`src/rtl/alu_seq_pkg.sv`:
```
// Shared types and constants for the ALU command sequencer.
//   state_t : sequencer FSM states
//   step_t  : strobe step currently being replayed (value doubles as pb bit index)
//   PB_*    : pb_out bit positions of the board buttons
package alu_seq_pkg;

    typedef enum logic [2:0] {
        ST_IDLE,
        ST_SETUP,
        ST_STROBE,
        ST_WAIT,
        ST_SAMPLE,
        ST_RESP
    } state_t;

    typedef enum logic [1:0] {
        STEP_CLR = 2'd0,
        STEP_LDA = 2'd1,
        STEP_LDB = 2'd2,
        STEP_OUT = 2'd3
    } step_t;

    localparam int PB_RST = 0;
    localparam int PB_LDA = 1;
    localparam int PB_LDB = 2;
    localparam int PB_OUT = 3;

    function automatic logic [3:0] pb_mask(input step_t step);
        logic [3:0] m;
        m = '0;
        case (step)
            STEP_CLR: m[PB_RST] = 1'b1;
            STEP_LDA: m[PB_LDA] = 1'b1;
            STEP_LDB: m[PB_LDB] = 1'b1;
            default:  m[PB_OUT] = 1'b1;
        endcase
        return m;
    endfunction

    function automatic logic [3:0] step_sw(input step_t step, input logic [3:0] a,
                                           input logic [3:0] b, input logic [2:0] sel,
                                           input logic hi);
        case (step)
            STEP_CLR: return 4'h0;
            STEP_LDA: return a;
            STEP_LDB: return b;
            default:  return {hi, sel};
        endcase
    endfunction

endpackage

```
`src/rtl/alu_cmd_sequencer_if.sv`:
```
// Command and response handshake bundle of the ALU command sequencer.
//   master : host / self-test source (offers commands, consumes responses)
//   slave  : the sequencer
interface alu_cmd_sequencer_if #(parameter int WIDTH = 4);

    logic             cmd_valid;
    logic             cmd_ready;
    logic [WIDTH-1:0] cmd_a;
    logic [WIDTH-1:0] cmd_b;
    logic [2:0]       cmd_sel;
    logic             cmd_hi;
    logic             cmd_clr;
    logic             rsp_valid;
    logic             rsp_ready;
    logic [3:0]       rsp_led;

    modport master (
        output cmd_valid, cmd_a, cmd_b, cmd_sel, cmd_hi, cmd_clr, rsp_ready,
        input  cmd_ready, rsp_valid, rsp_led
    );

    modport slave (
        input  cmd_valid, cmd_a, cmd_b, cmd_sel, cmd_hi, cmd_clr, rsp_ready,
        output cmd_ready, rsp_valid, rsp_led
    );

endinterface

```
`src/rtl/alu_cmd_sequencer_phase_timer.sv`:
```
// phase_timer: loadable down-counter timing the sequencer phases.
//   clk, rst (async, active-low)
//   load     : load load_val this edge
//   load_val : cycles-minus-one of the phase being entered
//   done     : counter has reached 0 (phase ends at the next edge)
module phase_timer #(
    parameter int CW = 3
) (
    input  logic          clk,
    input  logic          rst,
    input  logic          load,
    input  logic [CW-1:0] load_val,
    output logic          done
);

    logic [CW-1:0] count;

    always_ff @(posedge clk or negedge rst) begin
        if (!rst) begin
            count <= '0;
        end else if (load) begin
            count <= load_val;
        end else if (count != '0) begin
            count <= count - 1'b1;
        end
    end

    assign done = (count == '0);

endmodule

```
`src/rtl/alu_cmd_sequencer.sv`:
```
// alu_cmd_sequencer: replays one ALU command as the timed pb/sw sequence the
// board expects (optional clear, load A, load B, capture) and returns the LED
// result.
//   clk, rst (async, active-low)
//   bus    : command/response handshakes (slave side)
//   pb_out : button drive, at most one bit high
//   sw_out : switch drive, changes only when a setup phase is entered
//   led_in : board LED result, sampled once per command
//   busy   : high whenever not idle
//
// state     | meaning
// ----------+-----------------------------------------------
// ST_IDLE   | waiting for a command, cmd_ready high
// ST_SETUP  | sw_out carries the step value, buttons released
// ST_STROBE | step button pressed, sw_out held
// ST_WAIT   | settle time after the capture strobe
// ST_SAMPLE | led_in captured into rsp_led
// ST_RESP   | rsp_valid high until the host takes it
module alu_cmd_sequencer
    import alu_seq_pkg::*;
#(
    parameter int WIDTH  = 4,
    parameter int HOLD   = 4,
    parameter int SETTLE = 2
) (
    input  logic                clk,
    input  logic                rst,
    alu_cmd_sequencer_if.slave  bus,
    output logic [3:0]          pb_out,
    output logic [3:0]          sw_out,
    input  logic [3:0]          led_in,
    output logic                busy
);

    localparam int MAXP = (HOLD > SETTLE) ? HOLD : SETTLE;
    localparam int CW   = $clog2(MAXP) + 1;
    localparam logic [CW-1:0] HOLD_LD   = CW'(HOLD - 1);
    localparam logic [CW-1:0] SETTLE_LD = CW'(SETTLE - 1);

    state_t           state;
    step_t            step;
    step_t            next_step;
    logic [WIDTH-1:0] a_q;
    logic [WIDTH-1:0] b_q;
    logic [2:0]       sel_q;
    logic             hi_q;
    logic             clr_q;
    logic             rsp_valid_q;
    logic [3:0]       rsp_led_q;
    logic             tmr_load;
    logic [CW-1:0]    tmr_val;
    logic             tmr_done;

    // Reset is folded in so the host sees not-ready while the board is held.
    assign bus.cmd_ready = rst & (state == ST_IDLE);
    assign bus.rsp_valid = rsp_valid_q;
    assign bus.rsp_led   = rsp_led_q;
    assign next_step     = step_t'(step + 2'd1);

    always_comb begin
        tmr_load = 1'b0;
        tmr_val  = HOLD_LD;
        case (state)
            ST_IDLE:   tmr_load = bus.cmd_valid;
            ST_SETUP:  tmr_load = tmr_done;
            ST_STROBE: begin
                tmr_load = tmr_done;
                if (step == STEP_OUT) tmr_val = SETTLE_LD;
            end
            default: ;
        endcase
    end

    phase_timer #(.CW(CW)) u_timer (
        .clk      (clk),
        .rst      (rst),
        .load     (tmr_load),
        .load_val (tmr_val),
        .done     (tmr_done)
    );

    always_ff @(posedge clk or negedge rst) begin
        if (!rst) begin
            state       <= ST_IDLE;
            step        <= STEP_CLR;
            a_q         <= '0;
            b_q         <= '0;
            sel_q       <= '0;
            hi_q        <= 1'b0;
            clr_q       <= 1'b0;
            pb_out      <= '0;
            sw_out      <= '0;
            rsp_valid_q <= 1'b0;
            rsp_led_q   <= '0;
            busy        <= 1'b0;
        end else begin
            case (state)
                ST_IDLE: begin
                    if (bus.cmd_valid) begin
                        a_q   <= bus.cmd_a;
                        b_q   <= bus.cmd_b;
                        sel_q <= bus.cmd_sel;
                        hi_q  <= bus.cmd_hi;
                        clr_q <= bus.cmd_clr;
                        if (bus.cmd_clr) begin
                            step   <= STEP_CLR;
                            sw_out <= 4'h0;
                        end else begin
                            step   <= STEP_LDA;
                            sw_out <= 4'(bus.cmd_a);
                        end
                        busy  <= 1'b1;
                        state <= ST_SETUP;
                    end
                end
                ST_SETUP: begin
                    if (tmr_done) begin
                        pb_out <= pb_mask(step);
                        state  <= ST_STROBE;
                    end
                end
                ST_STROBE: begin
                    if (tmr_done) begin
                        pb_out <= '0;
                        if (step == STEP_OUT) begin
                            state <= ST_WAIT;
                        end else begin
                            step   <= next_step;
                            sw_out <= step_sw(next_step, 4'(a_q), 4'(b_q), sel_q, hi_q);
                            state  <= ST_SETUP;
                        end
                    end
                end
                ST_WAIT: begin
                    if (tmr_done) state <= ST_SAMPLE;
                end
                ST_SAMPLE: begin
                    rsp_led_q   <= led_in;
                    rsp_valid_q <= 1'b1;
                    state       <= ST_RESP;
                end
                ST_RESP: begin
                    if (bus.rsp_ready) begin
                        rsp_valid_q <= 1'b0;
                        busy        <= 1'b0;
                        state       <= ST_IDLE;
                    end
                end
                default: state <= ST_IDLE;
            endcase
        end
    end

    // clr_q is latched with the command for completeness; the step order
    // already encodes whether the clear strobe was issued.
    logic unused_clr;
    assign unused_clr = clr_q;

endmodule

```
`src/flat_wrapper.sv`:
```
// flat-port wrapper written by rule: the top's interface ports become plain ports
module alu_cmd_sequencer_flat import alu_seq_pkg::*;
#(
    parameter int WIDTH  = 4,
    parameter int HOLD   = 4,
    parameter int SETTLE = 2
)
  (clk, rst, pb_out, sw_out, led_in, busy, bus_cmd_valid, bus_cmd_a, bus_cmd_b, bus_cmd_sel, bus_cmd_hi, bus_cmd_clr, bus_rsp_ready, bus_cmd_ready, bus_rsp_valid, bus_rsp_led);
  alu_cmd_sequencer_if #(.WIDTH(WIDTH)) bus_i ();
  input  logic clk;
  input  logic rst;
  output logic [3:0] pb_out;
  output logic [3:0] sw_out;
  input  logic [3:0] led_in;
  output logic busy;
  input wire logic [$bits(bus_i.cmd_valid)-1:0] bus_cmd_valid;
  input wire logic [$bits(bus_i.cmd_a)-1:0] bus_cmd_a;
  input wire logic [$bits(bus_i.cmd_b)-1:0] bus_cmd_b;
  input wire logic [$bits(bus_i.cmd_sel)-1:0] bus_cmd_sel;
  input wire logic [$bits(bus_i.cmd_hi)-1:0] bus_cmd_hi;
  input wire logic [$bits(bus_i.cmd_clr)-1:0] bus_cmd_clr;
  input wire logic [$bits(bus_i.rsp_ready)-1:0] bus_rsp_ready;
  output wire logic [$bits(bus_i.cmd_ready)-1:0] bus_cmd_ready;
  output wire logic [$bits(bus_i.rsp_valid)-1:0] bus_rsp_valid;
  output wire logic [$bits(bus_i.rsp_led)-1:0] bus_rsp_led;
  assign bus_i.cmd_valid = bus_cmd_valid;
  assign bus_i.cmd_a = bus_cmd_a;
  assign bus_i.cmd_b = bus_cmd_b;
  assign bus_i.cmd_sel = bus_cmd_sel;
  assign bus_i.cmd_hi = bus_cmd_hi;
  assign bus_i.cmd_clr = bus_cmd_clr;
  assign bus_i.rsp_ready = bus_rsp_ready;
  assign bus_cmd_ready = bus_i.cmd_ready;
  assign bus_rsp_valid = bus_i.rsp_valid;
  assign bus_rsp_led = bus_i.rsp_led;
  alu_cmd_sequencer #(.WIDTH(WIDTH), .HOLD(HOLD), .SETTLE(SETTLE)) u_core (.clk(clk), .rst(rst), .bus(bus_i), .pb_out(pb_out), .sw_out(sw_out), .led_in(led_in), .busy(busy));
endmodule
```
`config.mk`:
```
export PLATFORM = sky130hd
export DESIGN_NAME = alu_cmd_sequencer_flat
export DESIGN_NICKNAME = d
export VERILOG_FILES = /design/src/rtl/alu_seq_pkg.sv /design/src/rtl/alu_cmd_sequencer_if.sv /design/src/rtl/alu_cmd_sequencer_phase_timer.sv /design/src/rtl/alu_cmd_sequencer.sv /design/src/flat_wrapper.sv
export SDC_FILE = /design/constraint.sdc
export NUM_CORES = 1
export LEC_CHECK = 0
export CAP_MARGIN = 20
export CORE_UTILIZATION = 45
export DETAILED_ROUTE_END_ITERATION = 12
export PLACE_DENSITY_LB_ADDON = 0.1
export SYNTH_ARGS = -nofsm -noshare
export SYNTH_HDL_FRONTEND = slang
export SYNTH_HIERARCHICAL = 1
export SYNTH_SLANG_ARGS = --single-unit
```
`constraint.sdc`:
```
create_clock -name clk -period 2.7 [get_ports clk]
set_input_delay 0.54 -clock clk [delete_from_list [all_inputs] [get_ports clk]]
set_output_delay 0.54 -clock clk [all_outputs]
set_load 0.05 [all_outputs]
```
Word level (Yosys, flattened, before mapping)
Cells that the tools add are included.

word-level totals
  input bits = 21
  memory bits (read-only) = 0
  memories kept = 0
  latch bits = 0
  memory bits (writable) = 0
  output and inout bits = 15
  register bits = 34

operators by class
  divide/modulo/power cells = 0
  add/sub/neg operators = 2
  bitwise logic cells = 1
  shift-type cells = 0
  $mul = 0
  mux-type cells = 34
  equal/unequal tests = 16
  magnitude comparators = 0
  reduce and logical (&&, ||, !) cells = 18

operators by type and width
  cell                                                                   number
  3-bit two-way mux                                                      8
  4-bit two-way mux                                                      6
  3-bit case mux with 6 select lines                                     1
  4-bit case mux with 2 select lines                                     2
  4-bit case mux with 3 select lines                                     1
  2-bit two-way mux                                                      5
  2-bit nonzero test                                                     5
  1-bit two-way mux                                                      7
  2-bit equality test, second input constant                             3
  3-bit by 2-bit equality test with 1-bit output, second input constant  2
  3-bit equality test, second input constant                             2
  3-bit zero test                                                        2
  2-bit by 1-bit != test with 1-bit output, second input constant        3
  2-bit != test, second input constant                                   3
  1-bit case mux with 2 select lines                                     3
  3-bit AND reduction                                                    2
  5-bit AND reduction                                                    1
  2-bit by 1-bit equality test with 1-bit output, second input constant  2
  2-bit zero test                                                        2
  2-bit case mux with 2 select lines                                     1
  2-bit AND reduction                                                    2
  4-bit AND reduction                                                    1
  3-bit by 1-bit equality test with 1-bit output, second input constant  1
  3-bit nonzero test                                                     1
  5 further kinds                                                        5

Longest topological paths before layout
Gate-level depths: netlist of the first run.

  word-level depth = 6
  depth in mapped cells = 10
  depth with buffers taken out = 9

Modules after synthesis
The synthesis of the first run kept the hierarchy.

modules (own cells, without submodules)
  module             cells an instance  times used  area an instance (µm²)  seq. area each (µm²)
  alu_cmd_sequencer  134                1           1551.5                  775.7
  phase_timer        21                 1           200.2                   75.1

Worst setup path before layout of the first run
OpenSTA, ideal clock, no wires.

  kind = register to output
  start point = register u_core.state[0]
  end point = output port bus_cmd_ready
  path buffers = 2
  data arrival time = 2.368 ns
  data required time = 2.160 ns
  path slack = -0.208 ns
  stages on the path, launching flop included = 4
  cell sequence = dfrtp_1 > buf_4 > clkbuf_1 > nor4b_1

on the way
  longest elaborated chain between the ends = 2

ends and longest elaborated chain
  item                    line                      source
  from (decl)             alu_cmd_sequencer.sv:40   state_t state;
  from (signal assigned)  alu_cmd_sequencer.sv:84   state <= ST_IDLE;
  from (signal assigned)  alu_cmd_sequencer.sv:113  state <= ST_SETUP;
  from (signal assigned)  alu_cmd_sequencer.sv:119  state <= ST_STROBE;
  3-bit zero test         alu_cmd_sequencer.sv:55   assign bus.cmd_ready = rst & (state == ST_IDLE);
  1-bit AND               alu_cmd_sequencer.sv:55
  to (decl)               flat_wrapper.sv:23        output wire logic [$bits(bus_i.cmd_ready)-1:0] bus_cmd_ready;

No other way between the ends.

Final worst setup path of the first run
  start point = register u_core.u_timer.count[0]
  end point = register u_core.u_timer.count[0]

on the way
  longest elaborated chain between the ends = 3
  elaborated cells on any way between the ends = 7
  classes of those cells = add/sub (1); mux (3); reduce/logical (3)

ends and longest elaborated chain
  item                                                     line                                 source
  from (decl)                                              alu_cmd_sequencer_phase_timer.sv:16  logic [CW-1:0] count;
  from (signal assigned)                                   alu_cmd_sequencer_phase_timer.sv:22  count <= load_val;
  from (signal assigned)                                   alu_cmd_sequencer_phase_timer.sv:24  count <= count - 1'b1;
  3-bit zero test *                                        alu_cmd_sequencer_phase_timer.sv:28  assign done = (count == '0);
  named net u_core.tmr_done                                alu_cmd_sequencer.sv:52              logic tmr_done;
  1-bit case mux with 2 select lines *                     alu_cmd_sequencer.sv:63              case (state)
  named net u_core.tmr_load                                alu_cmd_sequencer.sv:50              logic tmr_load;
  3-bit two-way mux or 2-bit nonzero test (tied branches)  n/a

The timed path passes the listed nets; every way through them passes the cells marked *. The select of a mux whose other input is x is not followed.
A chain may end at the register's enable or synchronous reset.

==> results.yml, run 1 <==
outcome:
  outcome: "complete, no violations"
clock_tree:
  clk_pin_slew_ns: 0.06
  cts_buffer_depth: 2
  cts-root-buf: "clkbuf_8"
  htreeDepth: 2
  postCtsSetupBuffers: 0
  clock-sinks: 34
  cts_hold_buf: 0
  clk_latency_ns: 0.28
  cts-buffers-inserted: 5
  cts_tree: "done"
  cts_resized: 0
timing:
  rsz0062_at_grt: "no"
  setup_ws_ns: 0.482
  finalHoldViolCount: 0
  setup_tns_ns: 0
  max_clock_freq_mhz: 451
  setup_violations: 0
  worst_pin_slew_ns: 0.684
  skew_ns: 0.00437
  period_share_pct: 82.1
  maxSlewViolCount: 0
  slew_headroom_pct: 54.4
  finalCriticalPeriod_ns: 2.22
logic_synthesis:
  yosys_warnings: 6
  async_flop_share_pct: 100
  synth_top_area_share_pct: 48.6
  postSynthAreaPerCell_um2: 11.3
  syn_area_um2: 1750
  yosysSeqAreaShare_pct: 48.6
  yosysMostFrequentCell: "dfrtp_1"
  synthTopCellsByCount: "34 x dfrtp_1, 10 x mux2_1, 9 x a21oi_1, 9 x inv_1"
  netlist_instances: 155
  synthFlopType: "dfrtp_1"
  synthDistinctLibCells: 36
  ys_ff_latch: 34
  yosysTopAreaCell: "dfrtp_1"
  synth-edff-count: 0
  synth_nets: 184
  synthTopCellsByArea: "dfrtp_1 49%, mux2_1 6.4%, ha_1 5.7%, a22o_1 4.0%, mux2_2 3.9%"
routing:
  drc: 0
  ant_nets: 0
  first_pass_iters: 4
  first_iter_violations: 57
  routed_wl_um: 3530
  vias_per_cell: 5.47
  via_count: 1312
  wl_per_cell_um: 14.7
power_and_ir_drop:
  leakagePower_nw: 0.950
  swShare_pct: 40.8
  clkPwrFrac_pct: 17.4
  p_comb_share_pct: 46.8
  p_per_area_nw_per_um2: 1190
  internal_power_mw: 1.60
  p_switching_mw: 1.10
  peakVddDrop_mv: 0.752
  pwr-share-seq_pct: 35.8
worst_setup_path:
  end_kind: "register"
  critPathMaxFanout: 9
  worst_ep_required_time_ns: 2.87
  critPathLaunchType: "register"
  cp.arrival_ns: 2.39
  worstSetupPathType: "register to register"
layout:
  area_growth_pct: 29.2
  drive_above_1_share_pct: 10.9
  fill_cells: 319
  diodes: 0
  final_net_count: 221
floorplan:
  dieArea_um2: 4150
  start_util_pct: 47.5
  core_area_um2: 3690
  fp-row-count: 22
  num_io_pins: 36
  die_x_um: 64.4
  die_h_um: 64.4
place:
  place_ws_ns: 0.363
  gp_congestion: 0.866
  place_hpwl_um: 2520
  portBuffers: 35
flow_run:
  cap_viol_max_count: 0
global_route:
  grt.total_usage_pct: 19.9
  grt_max_degree: 35
  antenna_found_initial: 0
  gr-total-overflow: 0
  first_global_vias: 1309
  grt_pass1_wl_um: 6110
min_path:
  hold_class: "register to register"
[power by group through the flow]
stage               registers (mW)  clock network (mW)  logic [mW]
floorplan                     1.22                   0       0.631
global placement             0.953                   0        1.23
detailed placement           0.971                   0        1.27
CTS                          0.965               0.480        1.27
global route                  1.00               0.503        1.36
finish                       0.965               0.470        1.26
[placed cells by master, fill, tap and decap left out, drive strengths merged, types with 2 or more instances in the layout]
master and instances:
ha 8, nor2 6, a21o 2, nor3 3, nand2b 7, buf 4
nor4b 4, nor3b 2, conb 2, dfrtp 34, clkdlybuf4s50 34, or3b 2
nand2 7, a21oi 9, clkbuf 6, nor2b 3, o21ai 5, a22o 8
mux2 16, inv 9, a32oi 4, a221o 4, nand3 4
[worst max-delay path, stage by stage (launching register included)]
cell and delay (ns):
dfrtp_1 0.40, inv_1 0.09, ha_1 0.20, nand2b_1 0.12
inv_1 0.23, nand2_1 0.09, a21o_1 0.17, a21oi_1 0.39
nor2b_1 0.10, a221oi_1 0.32
[routing by layer]
metal | global-route usage (%) | vias up | share of wire, %
li1 | - | 630 | -
met1 | 25.5 | 641 | 46
met2 | 30.4 | 35 | 48
met3 | 6.79 | 6 | 5.0
met4 | 8.61 | 0 | 1.4
met5 | 0 | - | 0
[final timing paths]
check                           cells past startpoint  slack [ns]                      end               startpoint
worst min register to register                      1        0.48     u_core/bus.rsp_valid     u_core/bus.rsp_valid
min in group asynchronous                           2        0.69  u_core/u_timer/count[2]                      rst
worst max-delay path                                9        0.48  u_core/u_timer/count[0]  u_core/u_timer/count[0]
max in group asynchronous                           2        1.71            u_core/a_q[0]                      rst
worst min-delay path                                1        0.48     u_core/bus.rsp_valid     u_core/bus.rsp_valid
worst max register to register                      9        0.48  u_core/u_timer/count[0]  u_core/u_timer/count[0]
[sequential cells by signal, indices dropped and copies added, names as in the netlist]
signal	cells
u_core/sel_q	3
u_core/sw_out	4
u_core/busy	1
u_core/step	2
u_core/hi_q	1
u_core/u_timer/count	3
u_core/pb_out	4
u_core/bus.rsp_valid	1
u_core/b_q	4
u_core/a_q	4
u_core/bus.rsp_led	4
u_core/state	3
[stage by stage]
step | utilization, % | total power, mW | hold slack, ns | std cells | cell area, µm²
final | 61.4 | 2.70 | 0.484 | 240 | 2260
after global routing | 61.4 | 2.87 | 0.506 | 240 | 2260
after CTS | 61.4 | 2.72 | 0.491 | 240 | 2260
after detailed placement | 58.3 | 2.24 | 0.472 | 233 | 2150
after global placement | 58.3 | 2.18 | 0.464 | 233 | 2150
after floorplan | - | 1.85 | 0.244 | 155 | 1760
[logic make-up (layout without fill, tap and decap cells)]
family	count (synthesis)	after routing	synth area share, %
and+or+nand+nor	40	40	13.9
AOI/OAI and AO/OA	37	37	15.7
DFF	34	34	48.6
muxes	17	17	10.9
buffers and inverters	17	54	4.79
adders and majority gates	8	8	5.71
other	2	2	0.429
[final cells by class]
cell class / count / area (µm²) / area share [%]
inverter: 9 / 33.8 / 1.49
clock buffer: 6 / 82.6 / 3.65
multi-input combinational: 104 / 823 / 36.4
clock inverter: 1 / 30.0 / 1.33
timing repair buffer: 38 / 383 / 16.9
sequential: 34 / 851 / 37.6
tap: 48 / 60.1 / 2.65
No activity file was read; power rests on OpenSTA's default activity.
==> run 2, diff against run 1 <==
==> constraint.sdc (replaced) <==
create_clock -name clk -period 1.8 [get_ports clk]
set_input_delay 0.36 -clock clk [delete_from_list [all_inputs] [get_ports clk]]
set_output_delay 0.36 -clock clk [all_outputs]
set_load 0.05 [all_outputs]
==> results.yml, run 2 (synthesis results as in run 1) <==
timing:
  finalHoldViolCount: 0
  setup_ws_ns: 0.0842
  maxSlewViolCount: 0
  skew_ns: 0.00604
  max_clock_freq_mhz: 583
  timing.hold.ws_ns: 0.478
  period_share_pct: 95.3
  setup_violations: 0
  setup_tns_ns: 0
  finalCriticalPeriod_ns: 1.72
layout:
  final_cell_mix: "33 x buf_4, 31 x dfrtp_1, 20 x clkdlybuf4s50_1"
  drive_above_1_share_pct: 28.4
  design_area_um2: 2350
  area_growth_pct: 34.0
  final_common_cell: "buf_4"
  postLayoutCoreUtil_pct: 63.6
  diodes: 0
  final_net_count: 237
  instances_no_fill: 256
clock_tree:
  clk_pin_slew_ns: 0.06
  cts_buffer_depth: 2
  htreeDepth: 2
  cts_hold_buf: 0
  cts-buffers-inserted: 5
  cts-root-buf: "clkbuf_8"
  cts_tree: "done"
  clock-sinks: 34
  clk_latency_ns: 0.28
power_and_ir_drop:
  p_switching_mw: 1.74
  p_comb_share_pct: 52.9
  swShare_pct: 42.7
  pwr-share-seq_pct: 34.3
  peakVddDrop_mv: 0.986
  internal_power_mw: 2.33
  clkPwrFrac_pct: 12.8
  p_per_area_nw_per_um2: 1740
  leakagePower_nw: 1.03
  power.total_mw: 4.08
floorplan:
  die_h_um: 64.4
  dieArea_um2: 4150
  start_util_pct: 47.5
  core_area_um2: 3690
  die_x_um: 64.4
  fp-row-count: 22
  num_io_pins: 36
worst_setup_path:
  worstSetupPathType: "register to output port"
  crit_slowest_cell: "dfrtp_2"
  cp_cell_sequence: "nor4b_4, buf_12"
  end_kind: "output port"
  r2r-end: "u_core/u_timer/count[0]"
  critPathMaxFanout: 15
  cp.arrival_ns: 1.36
  worst_ep_required_time_ns: 1.44
  rr_worst_depth: 9
  r2r_start: "u_core/u_timer/count[0]"
  reg2reg_slack_ns: 0.10
  critPathLaunchType: "register"
  critPathMaxStageDelay_ns: 0.54
routing:
  routed_wl_um: 3810
  first_iter_violations: 93
  wl_per_cell_um: 14.9
  vias_per_cell: 5.38
  first_pass_iters: 4
  ant_nets: 0
  via_count: 1377
  drc: 0
min_path:
  hold_class: "register to register"
  min_to: "u_core/bus.rsp_valid"
  hold_path_startpoint: "u_core/bus.rsp_valid"
  hold_path_depth: 1
place:
  dp_cells: 243
  place_ws_ns: -0.103
  gp_congestion: 0.781
  placedInstanceArea_um2: 2200
  place_hpwl_um: 2740
  portBuffers: 35
outcome:
  outcome: "complete, no violations"
global_route:
  gr-total-overflow: 0
  grt_max_degree: 35
  grt.total_usage_pct: 20.8
  first_global_vias: 1382
  antenna_found_initial: 0
  grt_pass1_wl_um: 6380
flow_run:
  cap_viol_max_count: 0
==> run 2: cell types whose count changed in the layout (fill, tap and decap cells not counted), moves of 2 or more <==
| cell | previous run | this run |
|---|---|---|
| buf_4 | 3 | 33 |
| clkdlybuf4s50_1 | 34 | 20 |
| dfrtp_1 | 34 | 31 |
| dfrtp_2 | 0 | 3 |
| clkinv_2 | 0 | 2 |
| inv_1 | 9 | 7 |
| inv_2 | 0 | 2 |
==> run 2: how the worst max path moves through the flow <==
stage	cells past startpoint	from	slack, ns	endpoint
after floorplan	3	u_core/state[0]	0.05	bus_cmd_ready
final	2	u_core/state[2]	0.08	bus_cmd_ready
after detailed placement	9	u_core/u_timer/count[0]	-0.10	u_core/u_timer/count[0]
after global placement	6	bus_cmd_valid	0.004	u_core/u_timer/count[0]
after global routing	9	u_core/u_timer/count[1]	-0.00003	u_core/u_timer/count[0]
after CTS	9	u_core/u_timer/count[0]	0.01	u_core/u_timer/count[0]
==> run 2: area by class of cell <==
cell class              count  area, µm²
fillers                   325       1340
repair buffers             54        468
multi-input cells         104        852
well taps                  48       60.1
clock buffers               5       68.8
inverters                   9       33.8
flip-flops and latches     34        855
clock inverters             2       10.0
==> run 2: timing repair <==
item                                    4_1_cts  5_1_grt
setup buffers                                 0        6
cloned                                        0        0
endpoints found under the setup margin        4        4
pin swaps                                     1        3
gates resized for setup                       6        2
==> run 2: power groups by stage <==
stage | Combinational, mW | Clock, mW | Sequential (mW)
floorplan | 0.963 | 0 | 1.82
CTS | 2.06 | 0.542 | 1.41
detailed placement | 2.02 | 0 | 1.42
global placement | 1.95 | 0 | 1.39
global route | 2.30 | 0.576 | 1.45
finish | 2.16 | 0.520 | 1.40
==> run 2: layer usage <==
metal / global-route usage (%) / routed length, µm / vias to the layer above
met4: 8.61 / 40 / 0
met5: 0 / 0 / -
li1: - / - / 658
met3: 5.89 / 189 / 4
met1: 25.0 / 1650 / 677
met2: 34.9 / 1930 / 38
==> run 2: critical path, delay by kind of cell, from the launching register on <==
kind | cells | cell delay [ns]
flip-flops | 1 | 0.54
AND/OR/NAND/NOR | 1 | 0.36
buffers and inverters | 1 | 0.18
